--- src/rtl/usb_line_state_detector.sv ---
// usb_line_state_detector
//   Host-side USB root-port line monitor. Brings the raw D+/D- pins into the clk domain,
//   debounces device attach and detach, classifies the device as low or full speed, and
//   flags resume signalling (K state) while the port is suspended.
//
// Ports
//   clk               system clock
//   rst               synchronous, active-high reset
//   lineStateIn       raw asynchronous {D+, D-} levels
//   suspendIn         port suspended; enables resume detection
//   connectStateOut   00 disconnected, 01 low speed, 10 full speed
//   resumeDetectedOut high while a qualified resume K is present
//   lineStateOut      synchronised line state for the downstream receiver
module usb_line_state_detector #(
   parameter int unsigned CONNECT_CYCLES    = 4800,
   parameter int unsigned DISCONNECT_CYCLES = 120,
   parameter int unsigned RESUME_CYCLES     = 48,
   parameter int unsigned CNT_W             = 16
) (
   input  logic       clk,
   input  logic       rst,
   input  logic [1:0] lineStateIn,
   input  logic       suspendIn,
   output logic [1:0] connectStateOut,
   output logic       resumeDetectedOut,
   output logic [1:0] lineStateOut
);

   localparam logic [CNT_W-1:0] CntOne   = CNT_W'(1);
   localparam logic [CNT_W-1:0] ConnLast = CNT_W'(CONNECT_CYCLES - 1);
   localparam logic [CNT_W-1:0] DiscLast = CNT_W'(DISCONNECT_CYCLES - 1);
   localparam logic [CNT_W-1:0] ResLim   = CNT_W'(RESUME_CYCLES);
   // kcnt + 1 >= RESUME_CYCLES rewritten as kcnt >= RESUME_CYCLES - 1 to avoid overflow.
   localparam logic [CNT_W-1:0] ResPrev  = CNT_W'(RESUME_CYCLES - 1);

   typedef enum logic [1:0] {StDisc, StDeb, StConn, StSe0W} state_e;

   state_e           state_q, state_d;
   logic [1:0]       sync1_q, sync1_d;
   logic [1:0]       sync2_q, sync2_d;
   logic [CNT_W-1:0] cnt_q, cnt_d;
   logic [CNT_W-1:0] kcnt_q, kcnt_d;
   logic [1:0]       cand_q, cand_d;
   logic [1:0]       speed_q, speed_d;
   logic [1:0]       conn_q, conn_d;
   logic             resume_q, resume_d;

   logic [1:0]       line_sync;
   logic [1:0]       k_sym;

   // State register
   always_ff @(posedge clk) begin
      if (rst) begin
         state_q  <= StDisc;
         sync1_q  <= 2'b00;
         sync2_q  <= 2'b00;
         cnt_q    <= '0;
         kcnt_q   <= '0;
         cand_q   <= 2'b00;
         speed_q  <= 2'b00;
         conn_q   <= 2'b00;
         resume_q <= 1'b0;
      end else begin
         state_q  <= state_d;
         sync1_q  <= sync1_d;
         sync2_q  <= sync2_d;
         cnt_q    <= cnt_d;
         kcnt_q   <= kcnt_d;
         cand_q   <= cand_d;
         speed_q  <= speed_d;
         conn_q   <= conn_d;
         resume_q <= resume_d;
      end
   end

   // Next-state logic
   always_comb begin
      sync1_d   = lineStateIn;
      sync2_d   = sync1_q;
      line_sync = sync2_q;
      state_d   = state_q;
      cnt_d     = cnt_q;
      kcnt_d    = kcnt_q;
      cand_d    = cand_q;
      speed_d   = speed_q;
      conn_d    = conn_q;
      resume_d  = resume_q;

      // K is the idle level of the opposite speed: FS idles at 10 so K is 01, LS the reverse.
      case (speed_q)
         2'b10:   k_sym = 2'b01;
         2'b01:   k_sym = 2'b10;
         default: k_sym = 2'b00;
      endcase

      case (state_q)
         StDisc: begin
            if (line_sync == 2'b01 || line_sync == 2'b10) begin
               cand_d  = line_sync;
               cnt_d   = CntOne;
               state_d = StDeb;
            end
         end

         StDeb: begin
            if (line_sync != cand_q) begin
               cnt_d   = '0;
               state_d = StDisc;
            end else if (cnt_q == ConnLast) begin
               state_d = StConn;
               speed_d = cand_q;
               conn_d  = cand_q;
            end else begin
               cnt_d = cnt_q + CntOne;
            end
         end

         StConn: begin
            if (line_sync == 2'b00) begin
               cnt_d   = CntOne;
               state_d = StSe0W;
            end
            // SE0 is never a K, so an SE0 arriving here also clears resume.
            if (suspendIn && line_sync == k_sym) begin
               if (kcnt_q != ResLim) begin
                  kcnt_d = kcnt_q + CntOne;
               end
               if (kcnt_q >= ResPrev) begin
                  resume_d = 1'b1;
               end
            end else begin
               kcnt_d   = '0;
               resume_d = 1'b0;
            end
         end

         StSe0W: begin
            resume_d = 1'b0;
            kcnt_d   = '0;
            if (line_sync != 2'b00) begin
               // Short SE0 (EOP, bus reset glitch) keeps the connection.
               cnt_d   = '0;
               state_d = StConn;
            end else if (cnt_q == DiscLast) begin
               state_d = StDisc;
               conn_d  = 2'b00;
               speed_d = 2'b00;
            end else begin
               cnt_d = cnt_q + CntOne;
            end
         end

         default: begin
            state_d = StDisc;
         end
      endcase
   end

   // Outputs are all registered
   always_comb begin
      connectStateOut   = conn_q;
      resumeDetectedOut = resume_q;
      lineStateOut      = sync2_q;
   end

endmodule

--- config.mk ---
export PLATFORM = sky130hd
export DESIGN_NAME = usb_line_state_detector
export DESIGN_NICKNAME = d
export VERILOG_FILES = /design/src/rtl/usb_line_state_detector.sv
export SDC_FILE = /design/constraint.sdc
export NUM_CORES = 1
export LEC_CHECK = 0
export ABC_AREA = 1
export BUFFER_PORTS_ARGS = -buffer_cell sky130_fd_sc_hd__clkbuf_2
export CAP_MARGIN = 20
export CORE_MARGIN = 2
export CORE_UTILIZATION = 48
export CTS_BUF_LIST = sky130_fd_sc_hd__clkbuf_8
export CTS_CLUSTER_SIZE = 8
export DETAILED_ROUTE_END_ITERATION = 16
export SLEW_MARGIN = 20
export SYNTH_ARGS = -nofsm -noshare
export SYNTH_HDL_FRONTEND = slang
export SYNTH_SLANG_ARGS = --single-unit
--- constraint.sdc ---
create_clock -name clk -period 2.5 [get_ports clk]
set_input_delay 0.25 -clock clk [delete_from_list [all_inputs] [get_ports clk]]
set_output_delay 0.25 -clock clk [all_outputs]
set_load 0.01 [all_outputs]
== Word-level counts from Yosys, hierarchy flattened ==
Cells that the tools add are included.
Word-level totals
  bits in writable memories: 0
  flip-flop bits (word level): 43
  bits of input ports: 5
  bits in latches: 0
  bits in read-only memories: 0
  word-level logic and storage cells: 73
  memories kept: 0
Cells by class
  $add $sub $neg: 2
  $mul: 0
  bitwise logic cells: 0
  mux-type cells: 25
  equality and inequality tests: 24
  shift-type cells: 0
  order comparisons: 1
  reduce and logical (&&, ||, !) cells: 13
  divide/modulo/power cells: 0
Operators by type and width (count)
  $mux 16: 8
  $pmux 16 s4: 1
  $add 16x1->16 const B: 2
  $pmux 16 s2: 1
  $mux 2: 9
  $ne 3x3->1 const B: 6
  $eq 16x13->1 const B: 1
  $eq 16x7->1 const B: 1
  $ge 16x6->1 const B: 1
  $ne 16x6->1 const B: 1
  $ne 2x2->1 const B: 6
  $eq 2x2->1 const B: 4
  $pmux 2 s2: 2
  $pmux 2 s4: 1
  $reduce_and 4->1: 2
  $eq 2x1->1 const B: 3
  $reduce_and 2->1: 3
  $reduce_bool 2->1: 3
  $reduce_and 5->1: 1
  $logic_not 2->1: 2
  $eq 2x2->1: 1
  $mux 1: 2
  $ne 2x2->1: 1
  $pmux 1 s2: 1
  2 further kinds: 2

== Depth between registers and ports, before layout ==
  depth after elaboration: 6
  depth in mapped cells: 12

== Least setup slack after synthesis ==
No wires, ideal clock.
  kind: flip-flop to flip-flop
  start point: register sync2_q[0], in the netlist lineStateOut[0]
  end point: register cnt_q[11]
  stages on the path, launching flop included: 12
  setup time: 0.113 ns
  arrival time: 1.665 ns
  buffers on the path: 1
  path slack: 0.722 ns
  path through: dfxtp_1 > inv_1 > ha_1 > clkbuf_2 > nand3_2 > clkinv_1 > nor2_2 > inv_1 > nand2_1 > nand2_2 > nor2_1 > nor2_1
On the way
  longest elaborated chain between the ends: 4
  elaborated cells on any way between the ends: 14
  classes of those cells: 7 x eq/ne; 3 x mux; 4 x reduce/logical
Ends and longest elaborated chain
  start, declared: RTL line 40  | logic [1:0] sync2_q, sync2_d;
  start signal, assigned: RTL line 66  | sync2_q <= sync2_d;
  $eq 2x1->1 / $eq 2x2->1 (equally long branches): RTL line 98  | if (line_sync == 2'b01 || line_sync == 2'b10) begin
  $logic_or 1x1->1: RTL line 98
  $ne 2x2->1 (no line)
  $reduce_and 4->1 (no line)
  end signal, assigned: RTL line 67  | cnt_q <= cnt_d;
  end, declared: RTL line 41  | logic [CNT_W-1:0] cnt_q, cnt_d;
Several ways; a longest one is shown, not always the timed one.
A chain may end at the register's enable or synchronous reset.

== Worst setup path in the final report ==
Ends and elaborated chain as after synthesis.

==> qor.yml <==
nFillCells: 643
grtUsageMet3: 0.0385
grt_pass1_wl_mm: 11.8
worst_setup_path_end_kind: "flip-flop"
antenna_found_initial: 0
fp-row-count: 28
drtPass1Iterations: 4
power_density_nw_per_um2: 484
cts_hold_repair.buffers: 0
worstPathArrival_ns: 2.16
critPathLaunchType: "flip-flop"
worst-setup-path-type: "flip-flop to flip-flop"
cts_setup_buffers: 0
cp_data_required_time_ns: 2.70
die_h_um: 81.5
synth_top_area_frac: 0.298
drive_gt1_frac: 0.0923
crit_end: "cnt_q[11]"
ys_seq_area_frac: 0.298
n_antenna_cell: 0
coreArea_um2: 5850
clock-sinks: 43
clock_latency_ns: 0.29
via_count: 2782
multi_input_area_um2: 1680
worst-path-stages: 10
drtAntennaViolNets: 0
power.total_mw: 1.47
cts-root-buf: "clkbuf_8"
drt_iter0_drc: 217
ctsHtreeMaxLevel: 2
crit_slowest_cell: "dfxtp_1"
area_delta_synth_final_pct: 4.98
synth_fp_nets: 459
seq_area_um2: 861
syn_area_per_cell_um2: 6.41
crit_buf_inv: 3
clock_path_buffers: 2
fin_crit_ns: 1.96
grt-ovfl-total: 0
dpl-instance-area_um2: 2930
grt_use_met1: 0.322
synth_area_leader_cell: "dfxtp_1"
yosysUniqueCellTypes: 44
post-route-util: 0.518
fmax_ghz: 0.510
r2r_start: "lineStateOut[0]"
pin_count: 10
port_buffers: 9
yosysWarnings: 0
finalMaxSlewViolations: 0
min_period_over_period: 0.784
cts_tree: "yes"
reg2regPathDepth: 10
crit_path_max_fanout: 10
use_met2: 0.358
hold_viol_final: 0
clk_pin_slew_ns: 0.08
grt-busiest-layer: "met2"
critPathMaxStageDelay_ns: 0.38
final_nets: 464
p_leak_nw: 1.22
die_width_um: 81.5
ys_ff_latch: 43
place.gp.congestion: 0.893
fin_area_um2: 3030
synth_area_leaders: "dfxtp_1 30%, nand2_1 14%, nor2_1 7.9%, inv_1 7.0%, nand3_1 6.9%"
numCtsBuffers: 5
grt_max_degree: 25
cts-resized-gates: 0
tns_ns: 0
grt_setup_unrepaired: "false"
dp_hpwl_mm: 4.95
dieArea_um2: 6650
status: "finished clean"
drc_errors: 0
viasPerCell: 5.25
rrSetupSlack_ns: 0.54
grt_pass1_vias: 2543
start_util: 0.493
finalWirelength_mm: 6.89
vdd_drop_max_mv: 0.256
critical_path.startpoint: "lineStateOut[0]"
skew_ns: 0.00315
slew_headroom: 0.479
timing.hold.ws_ns: 0.131
setup_viol: 0
post_drt_wl_per_cell_um: 13.0
crit_family: "simple AND/OR/NAND/NOR gates"
reg2reg_to: "cnt_q[11]"
worst_pin_slew_ns: 0.781
cap_violations: 0
synthCells: 450
track_usage: 0.228
crit_chain: "inv_1 > ha_1 > nand3_2 > clkinv_1 > nor2_2 > inv_1 > nand2_1 > nand2_2 > nor2_1 > nor2_1"
synth_area_um2: 2890
holdCritPathClass: "primary input to flip-flop"
-- metal layers --
layer	wire length, um	vias up
met3	234	7
met1	3570	1252
met5	0	-
met4	68	0
li1	-	1473
met2	3020	50
-- worst min-delay path by stage --
| stage | from | slack (ns) | cells after the start | endpoint |
|---|---|---|---|---|
| global placement | sync1_q[1] | 0.42 | 2 | lineStateOut[1] |
| detailed placement | sync1_q[0] | 0.41 | 2 | lineStateOut[0] |
| global route | lineStateIn[1] | 0.12 | 3 | sync1_q[1] |
| finish | lineStateIn[0] | 0.13 | 3 | sync1_q[0] |
| floorplan | lineStateIn[0] | 0.36 | 2 | sync1_q[0] |
| CTS | lineStateIn[0] | 0.12 | 3 | sync1_q[0] |
-- synth_stat cells (all sizes together) --
master / n
o2111ai: 1
o31ai: 1
nand4: 18
a21o: 1
a31oi: 1
o21bai: 2
nor3: 13
buf: 10
a21boi: 1
nor2: 66
inv: 60
dfxtp: 43
or2: 1
xnor2: 1
nand3b: 3
clkbuf: 3
nor3b: 1
nand2: 111
nand3: 47
ha: 4
o21ai: 21
a21oi: 33
and2: 1
clkinv: 1
xor2: 5
a22oi: 1
-- kinds of logic (layout without fill, tap and decap cells) --
family,count (synthesis),count (layout),share of synthesized area
AO/OA/AOI/OAI,62,62,0.120
XOR/XNOR,6,6,0.0182
adder cells (fa/ha/maj),4,4,0.0173
buffers and inverters,74,79,0.121
flip-flops,43,43,0.298
AND/OR/NAND/NOR,261,261,0.426
-- worst reg2reg max path, cell delays in order (launching register included) --
cell and delay [ns]:
dfxtp_1 0.38, inv_1 0.11, ha_1 0.32, nand3_2 0.11
clkinv_1 0.15, nor2_2 0.38, inv_1 0.13, nand2_1 0.10
nand2_2 0.06, nor2_1 0.08, nor2_1 0.05
-- registers in the layout, summed over array words and instances (netlist names) --
name	flops
state_q	2
connectStateOut	2
kcnt_q	16
sync1_q	2
cnt_q	16
cand_q	2
resumeDetectedOut	1
lineStateOut	2
-- cells in the final DEF (no fill, tap or decap), types with 3 or more instances in the layout --
cell / netlist / final
nand2_1: 107 / 107
nor2_1: 61 / 61
inv_1: 54 / 55
dfxtp_1: 43 / 43
nand3_1: 40 / 40
a21oi_1: 32 / 32
nand4_1: 18 / 18
o21ai_0: 15 / 15
nor3_1: 13 / 13
clkbuf_2: 1 / 9
o21ai_1: 5 / 5
xor2_1: 5 / 5
clkbuf_8: 0 / 5
inv_2: 4 / 4
nand3_2: 4 / 4
ha_1: 4 / 4
nand2_2: 3 / 3
nand3b_1: 3 / 3
nand3_4: 3 / 3
-- layout make-up --
class | count | share of cell area
clock buffers | 5 | 0.0227
inverters | 61 | 0.0780
flip-flops and latches | 43 | 0.284
multi-input cells | 333 | 0.553
repair buffers | 11 | 0.0198
well taps | 75 | 0.0310
clock inverters | 2 | 0.0111
-- through the flow --
step                      cells  setup WS [ns]
after global routing        530          0.319
after floorplan             450          0.722
after detailed placement    523          0.563
final                       530          0.540
after CTS                   530          0.541
after global placement      523          0.595
-- power breakdown --
group,switching [mW],internal [mW]
combinational,0.148,0.0613
sequential,0.0225,0.701
clock,0.244,0.289
Note: power is estimated with default switching activity, not from simulation.
